**src/rtl/lsu_bus_initiator_pkg.sv**
```systemverilog
// Shared LSU definitions: access size codes, initiator FSM states, READ_LATENCY limits
// and the alignment test shared by the initiator and the future cache path.
package lsu_bus_initiator_pkg;

   localparam logic [1:0] SIZE_B = 2'b00;
   localparam logic [1:0] SIZE_H = 2'b01;
   localparam logic [1:0] SIZE_W = 2'b10;

   localparam int unsigned READ_LATENCY_MIN = 32'd1;
   localparam int unsigned READ_LATENCY_MAX = 32'd3;

   typedef enum logic [2:0] {
      ST_IDLE    = 3'd0,
      ST_RD      = 3'd1,
      ST_RD_WAIT = 3'd2,
      ST_CAP     = 3'd3,
      ST_WR      = 3'd4,
      ST_RESP    = 3'd5,
      ST_ERR     = 3'd6
   } lsu_state_e;

   function automatic logic lsu_misaligned(input logic [1:0] size, input logic [1:0] lo);
      logic mis;
      case (size)
         SIZE_B:  mis = 1'b0;
         SIZE_H:  mis = lo[0];
         default: mis = (lo != 2'b00);
      endcase
      return mis;
   endfunction

endpackage

```
**src/rtl/lsu_bus_initiator_align.sv**
```systemverilog
// Little-endian lane logic: load extract with sign/zero extension, and the
// read-modify-write merge of a byte or halfword into an old word.
module lsu_bus_initiator_align
   import lsu_bus_initiator_pkg::*;
(
   input  logic [1:0]  size,
   input  logic        is_unsigned,
   input  logic [1:0]  addr_lo,
   input  logic [31:0] rdata,
   input  logic [31:0] wdata,
   output logic [31:0] load_data,
   output logic [31:0] store_word
);

   logic [7:0]  byte_s;
   logic [15:0] half_s;

   // Lane select and extension for loads; lane replacement for sub-word stores.
   always_comb begin
      byte_s     = 8'd0;
      half_s     = 16'd0;
      load_data  = rdata;
      store_word = rdata;
      case (addr_lo)
         2'd0:    byte_s = rdata[7:0];
         2'd1:    byte_s = rdata[15:8];
         2'd2:    byte_s = rdata[23:16];
         default: byte_s = rdata[31:24];
      endcase
      if (addr_lo[1]) begin
         half_s = rdata[31:16];
      end else begin
         half_s = rdata[15:0];
      end
      case (size)
         SIZE_B: begin
            load_data = is_unsigned ? {24'd0, byte_s} : {{24{byte_s[7]}}, byte_s};
            case (addr_lo)
               2'd0:    store_word[7:0]   = wdata[7:0];
               2'd1:    store_word[15:8]  = wdata[7:0];
               2'd2:    store_word[23:16] = wdata[7:0];
               default: store_word[31:24] = wdata[7:0];
            endcase
         end
         SIZE_H: begin
            load_data = is_unsigned ? {16'd0, half_s} : {{16{half_s[15]}}, half_s};
            if (addr_lo[1]) begin
               store_word[31:16] = wdata[15:0];
            end else begin
               store_word[15:0] = wdata[15:0];
            end
         end
         default: begin
            load_data  = rdata;
            store_word = wdata;
         end
      endcase
   end

endmodule

```
**src/rtl/lsu_bus_initiator.sv**
```systemverilog
// Load/store bus initiator: one request in flight, sub-word stores as read-modify-write.
// Define LSU_MISALIGN_TRAP_EN to answer misaligned requests with rsp_err instead of aligning them.
module lsu_bus_initiator
   import lsu_bus_initiator_pkg::*;
#(
   parameter int unsigned READ_LATENCY = 32'd1
)
(
   input  logic        clk,
   input  logic        reset,
   input  logic        req_valid,
   output logic        req_ready,
   input  logic        req_we,
   input  logic [1:0]  req_size,
   input  logic        req_unsigned,
   input  logic [31:0] req_addr,
   input  logic [31:0] req_wdata,
   output logic        rsp_valid,
   output logic [31:0] rsp_rdata,
   output logic        rsp_err,
   output logic [31:0] bus_address,
   output logic [31:0] bus_write_data,
   output logic        bus_we,
   output logic        bus_re,
   input  logic [31:0] bus_read_data
);

   if (READ_LATENCY < READ_LATENCY_MIN || READ_LATENCY > READ_LATENCY_MAX) begin : g_latency_range
      $error("lsu_bus_initiator: READ_LATENCY must be in 1..3");
   end

   localparam logic [1:0] WAIT_LAST = (READ_LATENCY > 32'd1) ? 2'(READ_LATENCY - 32'd2) : 2'd0;

   lsu_state_e  state_r, state_next_s;
   logic [1:0]  cnt_r, cnt_next_s;
   logic        we_r, uns_r;
   logic [1:0]  size_r;
   logic [31:0] addr_r, wdata_r;
   logic        accept_s, misalign_s;
   logic [31:0] load_data_s, store_word_s;
   logic        req_ready_r, rsp_valid_r, rsp_err_r, bus_we_r, bus_re_r;
   logic [31:0] rsp_rdata_r, bus_address_r, bus_write_data_r;

   assign accept_s = (state_r == ST_IDLE) && req_valid;

`ifdef LSU_MISALIGN_TRAP_EN
   assign misalign_s = lsu_misaligned(req_size, req_addr[1:0]);
`else
   assign misalign_s = 1'b0;
`endif

   lsu_bus_initiator_align u_align (
      .size        (size_r),
      .is_unsigned (uns_r),
      .addr_lo     (addr_r[1:0]),
      .rdata       (bus_read_data),
      .wdata       (wdata_r),
      .load_data   (load_data_s),
      .store_word  (store_word_s)
   );

   // FSM state and read-latency counter.
   always_ff @(posedge clk or posedge reset) begin
      if (reset) begin
         state_r <= ST_IDLE;
         cnt_r   <= 2'd0;
      end else begin
         state_r <= state_next_s;
         cnt_r   <= cnt_next_s;
      end
   end

   // Next-state logic.
   always_comb begin
      state_next_s = state_r;
      cnt_next_s   = cnt_r;
      case (state_r)
         ST_IDLE: begin
            if (!req_valid) begin
               state_next_s = ST_IDLE;
            end else if (misalign_s) begin
               state_next_s = ST_ERR;
            end else if (req_we && (req_size == SIZE_W || req_size == 2'b11)) begin
               state_next_s = ST_WR;
            end else begin
               state_next_s = ST_RD;
            end
         end
         ST_RD: begin
            cnt_next_s = 2'd0;
            if (READ_LATENCY > 32'd1) begin
               state_next_s = ST_RD_WAIT;
            end else begin
               state_next_s = ST_CAP;
            end
         end
         ST_RD_WAIT: begin
            if (cnt_r == WAIT_LAST) begin
               state_next_s = ST_CAP;
            end else begin
               cnt_next_s = cnt_r + 2'd1;
            end
         end
         ST_CAP: begin
            if (we_r) begin
               state_next_s = ST_WR;
            end else begin
               state_next_s = ST_RESP;
            end
         end
         ST_WR:   state_next_s = ST_RESP;
         ST_RESP: state_next_s = ST_IDLE;
         ST_ERR:  state_next_s = ST_IDLE;
         default: state_next_s = ST_IDLE;
      endcase
   end

   // Request latch plus registered bus/response outputs, decoded from the next state.
   always_ff @(posedge clk or posedge reset) begin
      if (reset) begin
         we_r             <= 1'b0;
         uns_r            <= 1'b0;
         size_r           <= 2'b00;
         addr_r           <= 32'd0;
         wdata_r          <= 32'd0;
         req_ready_r      <= 1'b1;
         rsp_valid_r      <= 1'b0;
         rsp_err_r        <= 1'b0;
         rsp_rdata_r      <= 32'd0;
         bus_re_r         <= 1'b0;
         bus_we_r         <= 1'b0;
         bus_address_r    <= 32'd0;
         bus_write_data_r <= 32'd0;
      end else begin
         req_ready_r <= (state_next_s == ST_IDLE);
         bus_re_r    <= (state_next_s == ST_RD);
         bus_we_r    <= (state_next_s == ST_WR);
         rsp_valid_r <= (state_next_s == ST_RESP) || (state_next_s == ST_ERR);
         rsp_err_r   <= (state_next_s == ST_ERR);
         rsp_rdata_r <= (state_r == ST_CAP && state_next_s == ST_RESP) ? load_data_s : 32'd0;
         if (accept_s) begin
            we_r    <= req_we;
            uns_r   <= req_unsigned;
            size_r  <= req_size;
            addr_r  <= req_addr;
            wdata_r <= req_wdata;
         end
         // Address and data hold between strobes; a trapped request leaves them untouched.
         if (accept_s && state_next_s != ST_ERR) begin
            bus_address_r <= {req_addr[31:2], 2'b00};
         end
         if (state_next_s == ST_WR) begin
            bus_write_data_r <= (state_r == ST_CAP) ? store_word_s : req_wdata;
         end
      end
   end

   assign req_ready      = req_ready_r;
   assign rsp_valid      = rsp_valid_r;
   assign rsp_err        = rsp_err_r;
   assign rsp_rdata      = rsp_rdata_r;
   assign bus_re         = bus_re_r;
   assign bus_we         = bus_we_r;
   assign bus_address    = bus_address_r;
   assign bus_write_data = bus_write_data_r;

endmodule

```
**config.mk**
```make
export PLATFORM = sky130hd
export DESIGN_NAME = lsu_bus_initiator
export DESIGN_NICKNAME = d
export VERILOG_FILES = /design/src/rtl/lsu_bus_initiator_pkg.sv /design/src/rtl/lsu_bus_initiator_align.sv /design/src/rtl/lsu_bus_initiator.sv
export SDC_FILE = /design/constraint.sdc
export NUM_CORES = 1
export LEC_CHECK = 0
export ABC_AREA = 1
export BUFFER_PORTS_ARGS = -buffer_cell sky130_fd_sc_hd__clkbuf_2
export CAP_MARGIN = 5
export CORE_UTILIZATION = 35
export CTS_CLUSTER_DIAMETER = 30
export DETAILED_ROUTE_END_ITERATION = 6
export SLEW_MARGIN = 30
export SYNTH_ARGS = -nofsm -noshare
export SYNTH_HDL_FRONTEND = slang
export SYNTH_SLANG_ARGS = --single-unit
```
**constraint.sdc**
```tcl
create_clock -name clk -period 9.9 [get_ports clk]
set_clock_uncertainty 0.1 [all_clocks]
set_input_delay 1.485 -clock clk [delete_from_list [all_inputs] [get_ports clk]]
set_output_delay 1.485 -clock clk [all_outputs]
set_load 0.03 [all_outputs]
```
* Yosys cells after proc, flatten, opt, wreduce, memory -nomap -nowiden
Index checks and enable logic that the tools add are counted.
Storage, ports and cells: logic and storage cells 66, input port bits 103, bits in registers 142
Operators by class: equal/unequal tests 15, reductions and logical operators 14, muxes and demuxes 21, add/subtract/negate cells 1
Operators by type and width (number):
- $mux 32 | 4
- $pmux 32 s2 | 2
- $mux 16 | 3
- $mux 8 | 4
- $pmux 8 s3 | 1
- $pmux 3 s5 | 1
- $eq 3x3->1 const B | 4
- $mux 3 | 3
- $eq 2x2->1 const B | 3
- $eq 3x1->1 const B | 2
- $eq 3x2->1 const B | 2
- $logic_not 2->1 | 3
- $logic_not 3->1 | 2
- $eq 2x1->1 const B | 2
- $logic_and 1x1->1 | 4
- $pmux 2 s2 | 1
- $ne 3x3->1 const B | 1
- $reduce_or 3->1 | 1
- $add 2x1->2 const B | 1
- $logic_or 1x1->1 | 2
- $mux 2 | 1
- $ne 2x2->1 const B | 1
- $reduce_and 2->1 | 1
- $reduce_bool 2->1 | 1
- $mux 1 | 1

* Longest topological paths before layout
Gate-level depths: netlist of the first run.
depth in word-level cells 9, gate-level depth with buffers 11

* Cells and area by module
Synthesis of the first run repeated with hierarchy kept, for this count alone.
Unflattened totals: cells, all modules 931, area total of the unflattened synthesis 7564.8 µm²
Modules (own cells, without submodules):
- lsu_bus_initiator | cells each 573, area an instance 5779.3 µm², times used 1, sequential area each 3554.7 µm²
- lsu_bus_initiator_align | cells each 358, area an instance 1785.5 µm², times used 1, sequential area each 0.0 µm²

* Worst setup path before layout of the first run
Ideal clock, no wire load.
kind input port to flip-flop, start input req_valid, end register bus_address_r[21] (netlist: bus_address[21]), stages on the path 6, setup time 125 ps, path slack 7290 ps, data arrival time 2385 ps, path through inv_1 -> nor2_1 -> nand2_1 -> buf_2 -> buf_2 -> mux2_2
Between the ends: longest elaborated chain between the ends 4, elaborated cells between the ends (all ways) 5, classes of those cells eq/ne (1); mux (2); reduce/logical (2)
RTL lines:
- start, declared | RTL line lsu_bus_initiator.sv:11 | input logic req_valid,
- $mux 3 | RTL line lsu_bus_initiator.sv:79 | if (!req_valid) begin
- $pmux 3 s5 | RTL line lsu_bus_initiator.sv:77 | case (state_r)
- $ne 3x3->1 | RTL line lsu_bus_initiator.sv:149 | if (accept_s && state_next_s != ST_ERR) begin
- $logic_and 1x1->1 * | RTL line lsu_bus_initiator.sv:149
- end signal, assigned | RTL line lsu_bus_initiator.sv:150 | bus_address_r <= {req_addr[31:2], 2'b00};
- end, declared | RTL line lsu_bus_initiator.sv:42 | logic [31:0] rsp_rdata_r, bus_address_r, bus_write_data_r;
Every way passes the cells marked *; elsewhere a longest branch is shown, timed or not. A chain may end at the register's enable or synchronous reset.

* Final worst setup path of the first run
start register addr_r[1], end register bus_write_data_r[7] (netlist: bus_write_data[7])
Between the ends: longest elaborated chain between the ends 4, elaborated cells between the ends (all ways) 5, classes of those cells mux (4); reduce/logical (1)
RTL lines:
- start, declared | RTL line lsu_bus_initiator.sv:38 | logic [31:0] addr_r, wdata_r;
- start signal, assigned | RTL line lsu_bus_initiator.sv:145 | addr_r <= req_addr;
- $logic_not 2->1 | RTL line lsu_bus_initiator_align.sv:38 | case (addr_lo)
- $mux 8 | RTL line lsu_bus_initiator_align.sv:38
- $pmux 32 s2 * | RTL line lsu_bus_initiator_align.sv:35 | case (size)
- $mux 32 * | RTL line lsu_bus_initiator.sv:153 | bus_write_data_r <= (state_r == ST_CAP) ? store_word_s : req_wdata;
- end signal, assigned | RTL line lsu_bus_initiator.sv:153
- end, declared | RTL line lsu_bus_initiator.sv:42
Marked as above.

==> flow_summary_export.csv, run 1 <==
group,metric,value,unit
status,status,"complete, no violations",
power,leakagePower,5.125,nW
cells_and_area,layout_commonest_cell,"nand2_1",
routing,drtAntennaViolNets,0,
critical_path,worst-path-buf-inv,3,
timing,setup_viol,0,
synthesis,yosys-top-cells-area,"dfrtp_1 (47%), nand2_1 (17%), mux2_2 (6.3%)",
clocking,path_clk_slew,0.06,ns
critical_path,path_delay_family,"buffers and inverters",
routing,drtIter0Drc,468,
floorplanning,die-width,148.1,µm
synthesis,avgSynthCellArea,7.563,µm²
cells_and_area,final_layout_size_suffix_gt1_share,25.23,%
global_routing,grt_pass1_vias,6754,
power,p_total,3.128,mW
global_routing,grt_max_degree,95,
placement,hpwlAfterDp,16.54,mm
global_routing,grt_usage,21.27,%
synthesis,syn_area,7472,µm²
worst_hold_path,hp-class,"reg -> reg",
routing,drc,0,
clocking,hold_buffers,0,
timing,slew_viol_final,0,
cells_and_area,nNetsFinal,1268,
placement,gp_congestion,0.8923,
routing,first_pass_iters,5,
synthesis,synth_cells,988,
clocking,cts_buffers,17,
routing,num_vias,7030,
floorplanning,dieArea,21940,µm²
critical_path,cp.required,10.12,ns
power,ir_worst_vdd,0.1814,mV
clocking,cts_tree,"done",
critical_path,crit_top_cell,"nand2_1",
critical_path,worstSetupStartpointType,"flip-flop",
cells_and_area,final_cell_area,9253,µm²
job,maxCapViolCount,0,
timing,finalCriticalPeriod,3.160,ns
floorplanning,core-area,20960,µm²
cells_and_area,n_antenna_cell,0,
timing,fin_crit_sh,31.92,%
global_routing,antenna_found_initial,0,
global_routing,grt_pass1_wl,35.73,mm
synthesis,ys_seq_area_share,47.57,%
routing,post_drt_via_cell_ratio,4.842,
placement,placed_cell_area,8652,µm²
timing,fmax,0.3164,GHz
synthesis,ys_ff_latch,142,
synthesis,ys_types,30,
critical_path,crit_type,"reg -> reg",
timing,hold_viol,0,
floorplanning,rows,53,
floorplanning,num_io_pins,204,
timing,grt_setup_unrepaired,"no",
power,p_per_area,338.1,nW/µm²
clocking,cts_max_path_buffers,2,
routing,wl,22.69,mm
critical_path,worst_setup_path_end_kind,"flip-flop",
critical_path,cp_cell_sequence,"buf_4, clkinv_1, nand2_1, nand2_1, nand2_1, nand3_1, nand2_1, inv_1, nand2_1, nand2_1",
cells_and_area,final_cell_mix,"nand2_1 (345), clkbuf_2 (201), dfrtp_1 (141), nor2_1 (115), inv_1 (94)",
critical_path,critPathSlowestCell,"clkinv_1",
placement,io_buffers,201,
critical_path,crit_path_max_incr_delay,0.88,ns
placement,dp.cells,1420,
routing,wl_per_cell,15.63,µm
floorplanning,die_h,148.1,µm
timing,worst_pin_slew,0.9455,ns
synthesis,yosysWarningCount,0,
critical_path,cp.arrival,3.38,ns
global_routing,grt-ovfl-total,0,
clocking,clk_latency,0.43,ns
floorplanning,start_util,35.66,%
synthesis,yosysTopAreaCell,"dfrtp_1",
cells_and_area,area_delta_synth_final,23.83,%
clocking,cts.sinks,142,
clocking,clock-root-buffer,"clkbuf_16",
critical_path,path_max_fanout,58,
clocking,cts_setup_buffers,0,
cells_and_area,n_fill_cell,2244,
timing,finalSetupTns,0,ns
clocking,postCtsResizedCells,0,
cells_and_area,final_cells,1452,
timing,slew_headroom,36.74,%
synthesis,synth_top_area_share,47.22,%
clocking,htree_levels,4,
timing,fin_hold_ws,0.3791,ns
[kinds of logic (layout without fill, tap and decap cells)]
logic type / Yosys count / in the layout / synth area share (%)
AO/OA/AOI/OAI: 118 / 118 / 9.093
adder cells (fa/ha/maj): 1 / 1 / 0.1674
buffers and inverters: 155 / 342 / 8.590
flip-flops: 142 / 142 / 47.57
multiplexers: 42 / 42 / 6.329
other: 1 / 3 / 0.05019
AND/OR/NAND/NOR: 529 / 529 / 28.20
[cell type report]
class | count | area [µm²] | share of cell area (%)
multi-input cells | 693 | 3299 | 35.66
inverters | 101 | 384.1 | 4.151
flip-flops and latches | 142 | 3555 | 38.42
clock inverters | 11 | 130.1 | 1.406
well taps | 275 | 344.1 | 3.719
repair buffers | 209 | 1070 | 11.56
clock buffers | 21 | 470.5 | 5.085
[through the flow]
stage / util (%) / setup slack [ns]
2_1_floorplan: - / 4.507
3_3_place_gp: 41.23 / 6.678
3_5_place_dp: 41.29 / 6.847
4_1_cts: 44.15 / 7.087
5_1_grt: 44.15 / 6.414
6_report: 44.15 / 6.740
[report_power, final]
group / internal, mW / leakage [nW] / switching, mW
registers: 0.817 / 1.78 / 0.153
clock network: 0.394 / 0.294 / 0.259
logic: 0.461 / 3.05 / 1.04
total: 1.67 / 5.13 / 1.46
[worst paths after layout]
| kind | endpoint | startpoint | slack (ns) | cells past startpoint |
|---|---|---|---|---|
| max | bus_write_data[7]$_DFFE_PP0P_ | addr_r[1]$_DFFE_PP0P_ | 6.74 | 10 |
| min | bus_write_data[12]$_DFFE_PP0P_ | bus_write_data[12]$_DFFE_PP0P_ | 0.38 | 2 |
| max reg2reg | bus_write_data[7]$_DFFE_PP0P_ | addr_r[1]$_DFFE_PP0P_ | 6.74 | 10 |
| min reg2reg | bus_write_data[12]$_DFFE_PP0P_ | bus_write_data[12]$_DFFE_PP0P_ | 0.38 | 2 |
| max in group asynchronous | size_r[0]$_DFFE_PP0P_ | reset | 7.50 | 3 |
| min in group asynchronous | cnt_r[1]$_DFFE_PP0P_ | reset | 1.02 | 2 |
[routing by layer]
metal	global-route usage [%]	share of wire (%)	up-vias
met1	27.37	44	3299
li1	-	-	3458
met2	35.23	48	243
met4	7.784	1.8	0
met5	0	0	-
met3	4.387	6.8	30
[synthesized netlist by cell type]
master / instances
buf_1: 7
dfstp_2: 1
a31oi_1: 1
clkbuf_1: 19
nand2_1: 346
o211ai_1: 20
inv_1: 97
nand3_2: 1
a21oi_1: 33
nand3b_1: 2
mux2_2: 42
nor2_1: 115
a21boi_0: 1
clkinv_1: 1
inv_2: 3
nor2_2: 5
dfrtp_1: 141
conb_1: 1
nand4_1: 1
nand2_2: 2
nand3_1: 55
nor3_1: 1
buf_2: 18
ha_1: 1
a32oi_1: 7
nand4_4: 1
o21ai_0: 47
o22ai_1: 7
buf_4: 10
o21ai_1: 2
[flip-flops by register name (all words and copies together) (netlist names)]
| register | count |
|---|---|
| state_r | 3 |
| size_r | 2 |
| uns_r | 1 |
| bus_address | 30 |
| we_r | 1 |
| wdata_r | 32 |
| rsp_rdata | 32 |
| rsp_valid | 1 |
| addr_r | 2 |
| bus_re | 1 |
| rsp_err | 1 |
| cnt_r | 2 |
| bus_write_data | 32 |
| req_ready | 1 |
| bus_we | 1 |
[worst min-delay path, delay by kind of cell, from the launching register on]
family           cells  cell delay (ns)
AND/OR/NAND/NOR      2             0.11
flip-flops           1             0.34
No activity file was read; power rests on OpenSTA's default activity.
==> run 2: changes to the inputs <==
Clock period 9.9 ns to 2.9 ns, I/O delays scaled along.
==> flow_summary_export.csv, run 2 (synthesis results as in run 1) <==
group,metric,value,unit
cells_and_area,n_fill_cell,2224,
timing,worst_pin_slew,0.6553,ns
global_routing,grt_pass1_wl,36.49,mm
status,status,"complete, no violations",
critical_path,crit_path_max_incr_delay,0.45,ns
routing,first_pass_iters,5,
global_routing,antenna_found_initial,0,
routing,post_drt_via_cell_ratio,4.792,
timing,grt_setup_unrepaired,"no",
clocking,path_clk_slew,0.06,ns
routing,drtIter0Drc,509,
cells_and_area,final_cell_mix,"nand2_1 (345), clkbuf_2 (201), dfrtp_1 (141), nor2_1 (115), inv_1 (95)",
clocking,clock-root-buffer,"clkbuf_16",
timing,fin_crit_sh,75.32,%
critical_path,r2r-end,"rsp_rdata[20]$_DFF_PP0_",
clocking,cts.sinks,142,
critical_path,cp.arrival,2.37,ns
worst_hold_path,hp-start,"req_addr[9]",
timing,finalCriticalPeriod,2.184,ns
placement,dp.cells,1429,
floorplanning,dieArea,21940,µm²
timing,fin_hold_ws,0.1311,ns
routing,drc,0,
clocking,htree_levels,4,
cells_and_area,n_antenna_cell,0,
critical_path,worst_setup_path_end_kind,"flip-flop",
cells_and_area,area_delta_synth_final,26.26,%
clocking,cts_max_path_buffers,2,
clocking,cts_tree,"done",
clocking,clk_latency,0.43,ns
routing,wl_per_cell,15.87,µm
power,leakagePower,5.232,nW
placement,placed_cell_area,8768,µm²
placement,hpwlAfterDp,17.35,mm
timing,fmax,0.4578,GHz
floorplanning,core-area,20960,µm²
critical_path,rr_worst_depth,8,
timing,setup_viol,0,
critical_path,crit_type,"reg -> reg",
cells_and_area,layout_commonest_cell,"nand2_1",
power,p_per_area,1164,nW/µm²
critical_path,worstSetupStartpointType,"flip-flop",
critical_path,reg2reg_slack,0.72,ns
clocking,cts_buffers,17,
cells_and_area,nNetsFinal,1278,
global_routing,grt_usage,21.73,%
worst_hold_path,hp-class,"in -> reg",
timing,hold_viol,0,
routing,drtAntennaViolNets,0,
cells_and_area,final_layout_size_suffix_gt1_share,25.86,%
critical_path,cp.required,3.09,ns
power,ir_worst_vdd,0.7544,mV
global_routing,grt-ovfl-total,0,
floorplanning,die-width,148.1,µm
timing,finalSetupTns,0,ns
floorplanning,num_io_pins,204,
job,maxCapViolCount,0,
global_routing,grt_pass1_vias,6921,
placement,io_buffers,201,
worst_hold_path,hold_depth,2,
timing,slew_viol_final,0,
critical_path,r2r_start,"addr_r[1]$_DFFE_PP0P_",
floorplanning,rows,53,
timing,slew_headroom,56.26,%
critical_path,path_max_fanout,57,
critical_path,critPathSlowestCell,"buf_4",
routing,wl,23.21,mm
placement,gp_congestion,0.9222,
critical_path,cp_cell_sequence,"buf_4, nand2_2, inv_2, nand2_1, nand4_4, nand2_2, nand2_1, nor2_1",
cells_and_area,final_cell_area,9434,µm²
global_routing,grt_max_degree,72,
routing,num_vias,7006,
worst_hold_path,min_to,"bus_address[9]$_DFFE_PP0P_",
floorplanning,die_h,148.1,µm
critical_path,cp-startpoint,"addr_r[1]$_DFFE_PP0P_",
floorplanning,start_util,35.66,%
cells_and_area,final_cells,1462,
power,p_total,10.99,mW
run 2: worst max-delay path: cells and delay by family, from the launching register on:
family / cells / cell delay, ns
buffers and inverters: 2 / 0.65
flip-flops: 1 / 0.35
AND/OR/NAND/NOR: 6 / 0.90
run 2: stage by stage:
step	setup WS, ns	util (%)
floorplan	0.5887	-
global placement	0.8152	41.84
detailed placement	0.7341	41.84
CTS	0.7298	45.02
global route	0.5058	45.02
finish	0.7157	45.02
run 2: metal layers:
metal	share of wire [%]	vias up	GRT usage [%]
met1	44	3268	28.76
met2	47	236	34.88
li1	-	3472	-
met5	0	-	0
met4	2.2	0	7.887
met3	6.8	30	4.785
run 2: worst max-delay path by stage:
| stage | slack (ns) | endpoint |
|---|---|---|
| 2_1_floorplan | 0.59 | addr_r[0]$_DFFE_PP0P_ |
| 3_3_place_gp | 0.82 | rsp_rdata[30]$_DFF_PP0_ |
| 3_5_place_dp | 0.73 | rsp_rdata[20]$_DFF_PP0_ |
| 4_1_cts | 0.73 | rsp_rdata[20]$_DFF_PP0_ |
| 5_1_grt | 0.51 | rsp_rdata[19]$_DFF_PP0_ |
| 6_report | 0.72 | rsp_rdata[20]$_DFF_PP0_ |
run 2: layout make-up:
type	instances	area, µm²	share of cell area (%)
Multi-Input combinational cell	693	3291	34.88
Clock buffer	19	442.9	4.695
Inverter	101	382.9	4.058
Timing Repair Buffer	219	1206	12.79
Sequential cell	142	3555	37.68
Tap cell	275	344.1	3.647
Clock inverter	13	212.7	2.255
run 2: power by group:
part	total [mW]	internal, mW	switching, mW
logic	5.21	1.64	3.58
clock network	2.45	1.56	0.891
registers	3.33	2.79	0.538
total	11.0	5.98	5.01
run 2: what timing repair did:
action / in CTS / in global routing
setup buffers: 0 / 0
hold endpoints to repair: 17 / 0
gates resized for setup: 0 / 0
hold buffers: 1 / 0
==> run 3: changes to the inputs <==
Settings changed: ABC_AREA 1 to 0.
Clock period 2.9 ns to 1.9 ns, I/O delays scaled along.
==> flow_summary_export.csv, run 3 <==
group,metric,value,unit
worst_hold_path,hp-class,"in -> reg",
routing,num_vias,6062,
synthesis,yosysTopAreaCell,"dfrtp_1",
routing,drc,0,
synthesis,syn_area,6899,µm²
timing,hold_viol,0,
synthesis,synth.mux.area_fraction,15.63,%
clocking,htree_levels,4,
cells_and_area,nNetsFinal,1001,
cells_and_area,final_layout_size_suffix_gt1_share,41.21,%
power,leakagePower,4.582,nW
synthesis,synthTopCellsByCount,"dfrtp_1 (141), nand2_1 (76), mux2_2 (70), o21ai_0 (45), nor2_1 (32)",
clocking,cts_max_path_buffers,2,
clocking,cts_buffers,17,
clocking,clk_latency,0.42,ns
routing,post_drt_via_cell_ratio,5.181,
global_routing,antenna_found_initial,0,
synthesis,synthSimpleGateAreaFrac,10.79,%
timing,worst_pin_slew,0.5987,ns
floorplanning,num_io_pins,204,
placement,hpwlAfterDp,15.38,mm
cells_and_area,seq_area,3557,µm²
synthesis,yosysWarningCount,0,
cells_and_area,layout_commonest_cell,"clkbuf_2",
synthesis,yosysMostFrequentCell,"dfrtp_1",
placement,gp_congestion,0.8972,
critical_path,rr_worst_depth,5,
synthesis,avgSynthCellArea,10.85,µm²
routing,drtIter0Drc,398,
critical_path,crit_type,"reg -> reg",
timing,finalCriticalPeriod,1.826,ns
synthesis,synth_xor_area_share,0.1269,%
synthesis,synthArstFlopShare,100.0,%
synthesis,synth_ff_type,"dfrtp_1",
timing,fin_crit_sh,96.10,%
synthesis,synth_cells,636,
clocking,clock-root-buffer,"clkbuf_16",
synthesis,synth_top_area_share,51.14,%
cells_and_area,area_delta_synth_final,40.26,%
critical_path,path_max_fanout,8,
synthesis,ys_types,58,
job,maxCapViolCount,0,
timing,grt_setup_unrepaired,"yes",
status,status,"complete, no violations",
clocking,cts_tree,"done",
timing,slew_headroom,60.04,%
routing,first_pass_iters,4,
placement,io_buffers,201,
synthesis,ys_seq_area_share,51.52,%
synthesis,ys_ff_latch,142,
cells_and_area,utilization,50.88,%
power,ir_worst_vdd,0.7824,mV
critical_path,reg2reg_slack,0.07,ns
global_routing,grt_max_degree,51,
critical_path,worst_setup_path_end_kind,"flip-flop",
floorplanning,rows,50,
critical_path,cp.arrival,2.03,ns
cells_and_area,n_fill_cell,1792,
power,p_per_area,1820,nW/µm²
global_routing,grt_pass1_vias,5809,
critical_path,r2r_start,"state_r[1]$_DFF_PP0_",
synthesis,synth_top_family_by_area,"compound AO/OA/AOI/OAI gates",
timing,setup_viol,0,
floorplanning,start_util,36.28,%
timing,fmax,0.5477,GHz
routing,drtAntennaViolNets,0,
floorplanning,core-area,19020,µm²
floorplanning,dieArea,20280,µm²
critical_path,cp.required,2.11,ns
critical_path,crit_end,"bus_address[18]$_DFFE_PP0P_",
power,p_total,17.61,mW
clocking,path_clk_slew,0.06,ns
routing,wl_per_cell,18.86,µm
global_routing,grt_usage,21.95,%
timing,slew_viol_final,0,
cells_and_area,final_cell_mix,"clkbuf_2 (201), dfrtp_1 (139), nand2_1 (76), mux2_2 (70), o21ai_0 (41)",
critical_path,worstSetupStartpointType,"flip-flop",
synthesis,synthAdderAreaFrac,0.1814,%
cells_and_area,multi_input_area,3062,µm²
synthesis,yosys-top-cells-area,"dfrtp_1 (51%), mux2_2 (11%), nand2_1 (4.1%)",
synthesis,synth_compound_area_share,17.21,%
floorplanning,die-width,142.4,µm
synthesis,synth_edf_count,0,
critical_path,r2r-end,"bus_address[18]$_DFFE_PP0P_",
cells_and_area,n_antenna_cell,0,
critical_path,cp-startpoint,"state_r[1]$_DFF_PP0_",
global_routing,grt_pass1_wl,33.27,mm
floorplanning,die_h,142.4,µm
global_routing,grt-ovfl-total,0,
clocking,cts.sinks,142,
routing,wl,22.06,mm
==> run 3: cell count changes after synthesis, moves of 8 or more <==
cell / change
a41oi_1: +8
a22oi_1: +11
inv_1: -83
o21ai_1: +12
and3_1: +14
mux2i_1: +11
nand2_1: -270
a31oi_1: +8
nor2_1: -83
mux2_2: +28
nand3_1: -37
a211oi_1: +8
a21oi_1: -9
mux4_2: +8
==> run 3: worst max-delay path, stage by stage, from the launching register on <==
cell and delay (ns):
dfrtp_1 0.42, nor4b_4 0.33, buf_6 0.15, buf_4 0.17
buf_8 0.18, mux2_2 0.35
==> run 3: kinds of logic after synthesis <==
kind of cell,after synthesis
compound gates,178
simple gates,159
flops,142
mux,89
buf+inv,65
fa+ha+maj,1
other cells,1
xor+xnor,1
==> run 3: timing repair <==
action	4_1_cts	5_1_grt
buffers inserted	3	3
endpoints found under the setup margin	42	87
gates resized for setup	0	16
pin swaps	1	3
hold buffers	39	0
cloned	1	4
hold endpoints to repair	49	0
==> run 3: through the flow <==
stage / cells / worst slack (ns) / setup TNS [ns] / area [µm²] / hold slack, ns
6_report: 1170 / 0.07413 / 0 / 9677 / 0.01874
5_1_grt: 1170 / -0.008123 / -0.02114 / 9677 / 0.008484
4_1_cts: 1163 / 0.03882 / 0 / 9517 / 0.002102
3_5_place_dp: 1088 / 0.002685 / 0 / 8379 / 0.1930
3_3_place_gp: 1088 / 0.03740 / 0 / 8379 / 0.1923
2_1_floorplan: 638 / -0.2613 / -36.84 / 6910 / 0.2904
==> run 3: worst min-delay path by stage <==
stage                      start                           to  cells after the start
6_report           req_wdata[16]      wdata_r[16]$_DFFE_PP0P_                      2
5_1_grt            req_wdata[25]      wdata_r[25]$_DFFE_PP0P_                      2
4_1_cts            req_wdata[24]      wdata_r[24]$_DFFE_PP0P_                      2
3_5_place_dp               reset  bus_address[29]$_DFFE_PP0P_                      2
3_3_place_gp               reset  bus_address[29]$_DFFE_PP0P_                      2
2_1_floorplan  bus_read_data[30]      rsp_rdata[30]$_DFF_PP0_                      2
==> run 3: where the power goes <==
part,internal [mW],leakage [nW],switching (mW)
Sequential,4.34,1.76,0.879
Combinational,3.38,2.49,5.14
Clock,2.61,0.330,1.26
==> run 3: cell type report <==
cell class | count | area share, %
tap | 260 | 3.362
clock inverter | 9 | 2.108
clock buffer | 23 | 5.043
timing repair buffer | 290 | 20.44
sequential | 142 | 36.76
multi-input combinational | 431 | 31.64
inverter | 15 | 0.6465
==> run 3: layer usage <==
layer  track usage [%]  vias to the layer above  share of wire, %
li1                  -                     2831                 -
met1             30.35                     2970                45
met2             33.75                      227                47
met3             4.980                       34               6.2
met4             7.470                        0               2.4
met5                 0                        -                 0
